File: src/rtl/genius_tempo_sched.sv
// Playback tempo scheduler for the Genius game: walks the colour sequence through
// LED-on/LED-off phases locked to one of four divided game clocks.
module genius_tempo_sched #(
    parameter int LEN_W = 6
) (
    input  logic             clk_50MHz,
    input  logic             reset,
    input  logic             clk_025Hz,
    input  logic             clk_05Hz,
    input  logic             clk_1Hz,
    input  logic             clk_2Hz,
    input  logic [1:0]       speed_sel,
    input  logic             start,
    input  logic [LEN_W-1:0] seq_len,
    input  logic             abort,
    output logic [LEN_W-1:0] step_idx,
    output logic             show,
    output logic             step_strobe,
    output logic             busy,
    output logic             done
);

    typedef enum logic [2:0] {IDLE, ARM, ON, OFF, FIN} state_t;

    state_t           state, state_d;
    logic [1:0]       speed_q, speed_d;
    logic [LEN_W-1:0] len_q, len_d, idx_d;
    logic             sel, sel_start;
    logic             sel_q, sel_q_d;
    logic             rise_q, fall_q, rise_q_d, fall_q_d;
    logic             show_d, strobe_d, busy_d, done_d;

    function automatic logic pick_clk(input logic [1:0] s, input logic c0, input logic c1,
                                      input logic c2, input logic c3);
        logic r;
        case (s)
            2'd0:    r = c0;
            2'd1:    r = c1;
            2'd2:    r = c2;
            default: r = c3;
        endcase
        return r;
    endfunction

    assign sel       = pick_clk(speed_q,   clk_025Hz, clk_05Hz, clk_1Hz, clk_2Hz);
    assign sel_start = pick_clk(speed_sel, clk_025Hz, clk_05Hz, clk_1Hz, clk_2Hz);

    always_ff @(posedge clk_50MHz or negedge reset) begin
        if (!reset) begin
            state       <= IDLE;
            speed_q     <= 2'd0;
            len_q       <= '0;
            step_idx    <= '0;
            sel_q       <= 1'b0;
            rise_q      <= 1'b0;
            fall_q      <= 1'b0;
            show        <= 1'b0;
            step_strobe <= 1'b0;
            busy        <= 1'b0;
            done        <= 1'b0;
        end else begin
            state       <= state_d;
            speed_q     <= speed_d;
            len_q       <= len_d;
            step_idx    <= idx_d;
            sel_q       <= sel_q_d;
            rise_q      <= rise_q_d;
            fall_q      <= fall_q_d;
            show        <= show_d;
            step_strobe <= strobe_d;
            busy        <= busy_d;
            done        <= done_d;
        end
    end

    // Edges are registered once before the FSM acts on them, so every phase change
    // lands two clk_50MHz edges after the tempo input moved.
    always_comb begin
        state_d  = state;
        speed_d  = speed_q;
        len_d    = len_q;
        idx_d    = step_idx;
        sel_q_d  = sel;
        rise_q_d = sel & ~sel_q;
        fall_q_d = ~sel & sel_q;
        show_d   = show;
        strobe_d = 1'b0;
        busy_d   = busy;
        done_d   = 1'b0;

        if (abort) begin
            state_d = IDLE;
            idx_d   = '0;
            show_d  = 1'b0;
            busy_d  = 1'b0;
        end else begin
            case (state)
                IDLE: begin
                    if (start) begin
                        if (seq_len != '0) begin
                            state_d  = ARM;
                            speed_d  = speed_sel;
                            len_d    = seq_len;
                            idx_d    = '0;
                            busy_d   = 1'b1;
                            // Preload history with the new clock so the mux switch is not an edge.
                            sel_q_d  = sel_start;
                            rise_q_d = 1'b0;
                            fall_q_d = 1'b0;
                        end else begin
                            state_d = FIN;
                        end
                    end
                end
                ARM: begin
                    if (rise_q) begin
                        state_d  = ON;
                        show_d   = 1'b1;
                        strobe_d = 1'b1;
                    end
                end
                ON: begin
                    if (fall_q) begin
                        state_d = OFF;
                        show_d  = 1'b0;
                    end
                end
                OFF: begin
                    if (rise_q) begin
                        if (step_idx == len_q - LEN_W'(1)) begin
                            state_d = FIN;
                        end else begin
                            state_d  = ON;
                            idx_d    = step_idx + LEN_W'(1);
                            show_d   = 1'b1;
                            strobe_d = 1'b1;
                        end
                    end
                end
                FIN: begin
                    state_d = IDLE;
                    done_d  = 1'b1;
                    busy_d  = 1'b0;
                    idx_d   = '0;
                end
                default: begin
                    state_d = IDLE;
                end
            endcase
        end
    end

endmodule

File: config.mk
export PLATFORM = sky130hd
export DESIGN_NAME = genius_tempo_sched
export DESIGN_NICKNAME = d
export VERILOG_FILES = /design/src/rtl/genius_tempo_sched.sv
export SDC_FILE = /design/constraint.sdc
export NUM_CORES = 1
export LEC_CHECK = 0
export CORE_ASPECT_RATIO = 1.5
export CORE_MARGIN = 5
export CORE_UTILIZATION = 31
export DETAILED_ROUTE_END_ITERATION = 16
export PLACE_DENSITY = 0.53
export SLEW_MARGIN = 10
export SYNTH_ARGS = -nofsm -noshare
export SYNTH_HDL_FRONTEND = slang
export SYNTH_SLANG_ARGS = --single-unit
File: constraint.sdc
create_clock -name clk_50MHz -period 2.51 [get_ports clk_50MHz]
set_input_delay 0.3765 -clock clk_50MHz [delete_from_list [all_inputs] [get_ports clk_50MHz]]
set_output_delay 0.3765 -clock clk_50MHz [all_outputs]
set_load 0.01 [all_outputs]
## Word-level counts from Yosys, hierarchy flattened

Cells that the tools add are included.
Widths: inputs -> output; s select.

| word-level totals | value |
|---|---|
| bits in registers | 24 |
| bits in latches | 0 |
| bits in writable memories | 0 |
| memory bits (read-only) | 0 |
| input bits | 16 |
| output and inout bits | 10 |
| memories kept | 0 |

| operators by class | value |
|---|---|
| add/subtract/negate cells | 2 |
| multiply operators | 0 |
| div/mod/pow operators | 0 |
| order comparisons | 0 |
| eq/ne operators | 15 |
| shift operators | 0 |
| muxes and demuxes | 45 |
| bitwise gates (word level) | 5 |
| reduce and logical (&&, ||, !) cells | 12 |

Operator list:

| operator | number |
|---|---|
| $mux 6 | 5 |
| $mux 1 | 26 |
| $mux 3 | 7 |
| $ne 3x3->1 const B | 6 |
| $pmux 6 s3 | 1 |
| $pmux 3 s4 | 1 |
| $reduce_and 5->1 | 2 |
| $pmux 1 s3 | 3 |
| $reduce_and 4->1 | 2 |
| $reduce_bool 4->1 | 2 |
| $add 6x1->6 const B | 1 |
| $eq 3x2->1 const B | 2 |
| $eq 6x6->1 | 1 |
| $reduce_bool 6->1 | 1 |
| $sub 6x1->6 const B | 1 |
| $eq 2x1->1 const B | 2 |
| $eq 2x2->1 const B | 2 |
| $logic_not 2->1 | 2 |
| $pmux 1 s2 | 2 |
| $eq 3x1->1 const B | 1 |
| $eq 3x3->1 const B | 1 |
| $logic_not 3->1 | 1 |
| $not 1->1 | 3 |
| $reduce_and 3->1 | 1 |
| other kinds (2) | 3 |

## Logic depth before layout (Yosys ltp)

Gate-level depths: netlist of run 1.

| logic depth | value |
|---|---|
| depth in word-level cells | 8 |
| mapped depth | 8 |

## Least setup slack after synthesis of run 1

Ideal clock, no wire load.

| timing | value |
|---|---|
| kind | reg-to-reg |
| from | register len_q[0] |
| to | register step_idx[3] |
| setup time | 0.069 ns |
| data arrival time | 1.886 ns |
| data required time | 2.441 ns |
| path slack | 0.554 ns |
| cell stages (with the launch flop) | 9 |
| cell sequence | dfrtp_1 -> inv_1 -> ha_1 -> xor2_1 -> xnor2_1 -> a32oi_2 -> o31ai_4 -> or4_1 -> nand3_1 |

| on the way | value |
|---|---|
| word-level cells in the longest chain between the ends | 4 |

RTL lines:

| what | RTL line | RTL |
|---|---|---|
| from (decl) | 27 | `logic [LEN_W-1:0] len_q, len_d, idx_d;` |
| from (signal assigned) | 64 | `len_q <= len_d;` |
| $sub 6x1->6 | 130 | `if (step_idx == len_q - LEN_W'(1)) begin` |
| $eq 6x6->1 | 130 |  |
| $ne 3x3->1 (no line) | - |  |
| $reduce_and 5->1 (no line) | - |  |
| to (signal assigned) | 65 | `step_idx <= idx_d;` |
| to (decl) | 16 | `output logic [LEN_W-1:0] step_idx,` |

Every way passes these cells.
A chain may end at the register's enable or synchronous reset.

## Worst setup path after layout of run 1

| timing | value |
|---|---|
| from | register len_q[0] |
| to | register step_idx[0] |

The elaborated chain is that of the path after synthesis.

==> metrics.txt, run 1 <==
Mapped Nets=142; highest clock rate=469 MHz; Final Power=1.17 mW; crit path time final=around 2.1 ns; min-delay worst type=register to register; CTS tree=done; crit path max fanout=10; Worst-Margin Slew=slightly above 0.5 ns; crit path DAT=2.29 ns; drt drc=0; number of global-route vias before repair=about 1,200; ys async rst share=1.00; footprint of the multi-input gates=671 sq um; critical path capture point type=register; GRT overflow=0; Antenna Cells=0; clk buf depth=2; WL final=approximately 2900 um; Buffers on Ports=25; DRT Pass-1 Iters=4; Post-DP Area=between 0.0015 and 0.002 sq mm; Final Util=0.404; Rows=29; nets@finish=171; Core ar.=0.00417 sq mm; Critical Path RT=roughly 2.7 ns; # fillers=400; area grow syn2layout=28.8%; number of CTS-inserted buffers=3; post-route cell area=0.00168 sq mm; number of synthesized flops with an enable pin=0; Slew HR=0.653; final hold vios=0; most frequent cells in the layout=25 x clkdlybuf4s50_1, 24 x dfrtp_1, 15 x nand2_1, 10 x nor2_1, 7 x mux2_2; Clock Skew=0.00637 ns; io pins=26; outcome=finished clean; unique cell type count in the Yosys netlist=40; Via density=5.40; Die H=a little under 90 um; Synth warnings=0; RSZ-0062 raised after global routing=false; hold_buf cts=0; Total GRT Usage=0.108; Post-Layout Cell Count=198; placer's final routability congestion estimate=0.845; post-placement setup slack=0.220 ns; share of the yosys chip area belonging to registers=0.459; Final HPWL DP=2280 um; setup TNS=0 ns; Die Wd=63.0 um; area of the mapped netlist=roughly 0.0013 sq mm; sequential cell area=601 sq um; antenna viol nets, final=0; antenna violations before repair=0; Initial Util=0.313; CP startpoint kind=register; fin crit share=0.850; CTS resizes=0; maximum number of pins on one net before global-route repair=25; Setup violations, final=0; Post-synth top flop=dfrtp_1; first-pass GRT wire length=4950 um; max_cap viols=0; peak supply drop=0.310 mV; Clock Latency Late Sink=0.27 ns; Yosys reg bits=24; Avg WL per Cell=14.4 um; Die ar.=0.00564 sq mm; pwr/cell area=692 mW/mm^2; DRT iter0 DRCs=22; worst setup margin=0.376 ns; Clock Root Buffer=clkbuf_8; post-CTS setup buffer count=0; Pleak=0.669 nW; Syn Inst Count=approximately 120; syn avg cell area=10.5 sq um; routed vias=1,070; H-Tree Depth=1; share of cells above drive strength 1=0.145; WS Path Type=register to register; commonest non-fill, non-tap cell in the layout=clkdlybuf4s50_1; clk sinks=24; Placed Cells=~190; Clock Pin Slew Worst Setup and Hold Paths=0.09 ns; final slew viol count=0; Hold WS=0.427 ns
-- registers in the layout, summed over array words and instances (netlist names) --
| register | count |
|---|---|
| done | 1 |
| len_q | 6 |
| rise_q | 1 |
| state | 3 |
| speed_q | 2 |
| fall_q | 1 |
| step_idx | 6 |
| busy | 1 |
| step_strobe | 1 |
| show | 1 |
| sel_q | 1 |
-- layout make-up --
type / count / area share
clock inverter: 1 / 0.0178
inverter: 3 / 0.00669
tap: 46 / 0.0342
clock buffer: 3 / 0.0245
sequential: 24 / 0.357
timing repair buffer: 28 / 0.162
multi-input combinational: 93 / 0.398
-- synth_stat cells (2+ instances only) --
cell type,n,share of area
nand2_1,15,0.043
ha_1,2,0.019
xnor2_1,6,0.040
mux2_2,7,0.060
nor2_1,10,0.029
nor3_1,6,0.023
a211oi_1,2,0.011
inv_1,3,0.0086
a31oi_1,3,0.014
nand3_1,5,0.019
or4_1,3,0.017
o211ai_1,2,0.011
xor2_1,2,0.013
mux4_2,2,0.034
clkbuf_1,2,0.0057
nor4_1,3,0.014
o21ai_0,5,0.019
dfrtp_1,24,0.46
-- final timing paths --
kind	slack (ns)	from	end	cells past startpoint
max	0.38	len_q[0]	step_idx[0]	8
min	0.43	sel_q	rise_q	1
max reg2reg	0.38	len_q[0]	step_idx[0]	8
min reg2reg	0.43	sel_q	rise_q	1
max in group asynchronous	1.81	reset	step_idx[4]	2
min in group asynchronous	0.46	reset	speed_q[0]	2
-- cells by family (layout without fill, tap and decap cells) --
group	after synthesis	in the layout	synth area share
multiplexers	9	9	0.0947
AND/OR/NAND/NOR	49	49	0.186
adder cells (fa/ha/maj)	2	2	0.0191
flip-flops	24	24	0.459
XOR/XNOR	8	8	0.0536
AO/OA/AOI/OAI	25	25	0.160
buffers and inverters	7	35	0.0277
-- power breakdown --
part           switching (mW)  internal (mW)
clock                   0.128          0.213
sequential             0.0582          0.449
combinational           0.157          0.161
total                   0.343          0.823
-- worst max-delay path: stages (launching register included) --
cell      delay (ns)
dfrtp_1         0.42
inv_1           0.07
ha_1            0.30
xnor2_1         0.12
nor2_1          0.16
o211ai_2        0.14
o31ai_4         0.45
nor2_2          0.09
mux2_2          0.27
-- layer usage --
layer / part of all wire / track usage / vias to the layer above
li1: - / - / 518
met1: 0.39 / 0.115 / 523
met2: 0.55 / 0.207 / 25
met3: 0.039 / 0.0189 / 4
met4: 0.015 / 0.0463 / 0
met5: 0 / 0 / -
Power figures use the tool's default switching activity.
==> run 2: changes to the inputs <==
SETUP_SLACK_MARGIN = 0.1   (was unset)
==> results of run 2 <==
No change in the layout: final DEF, timing and power equal those of run 1.
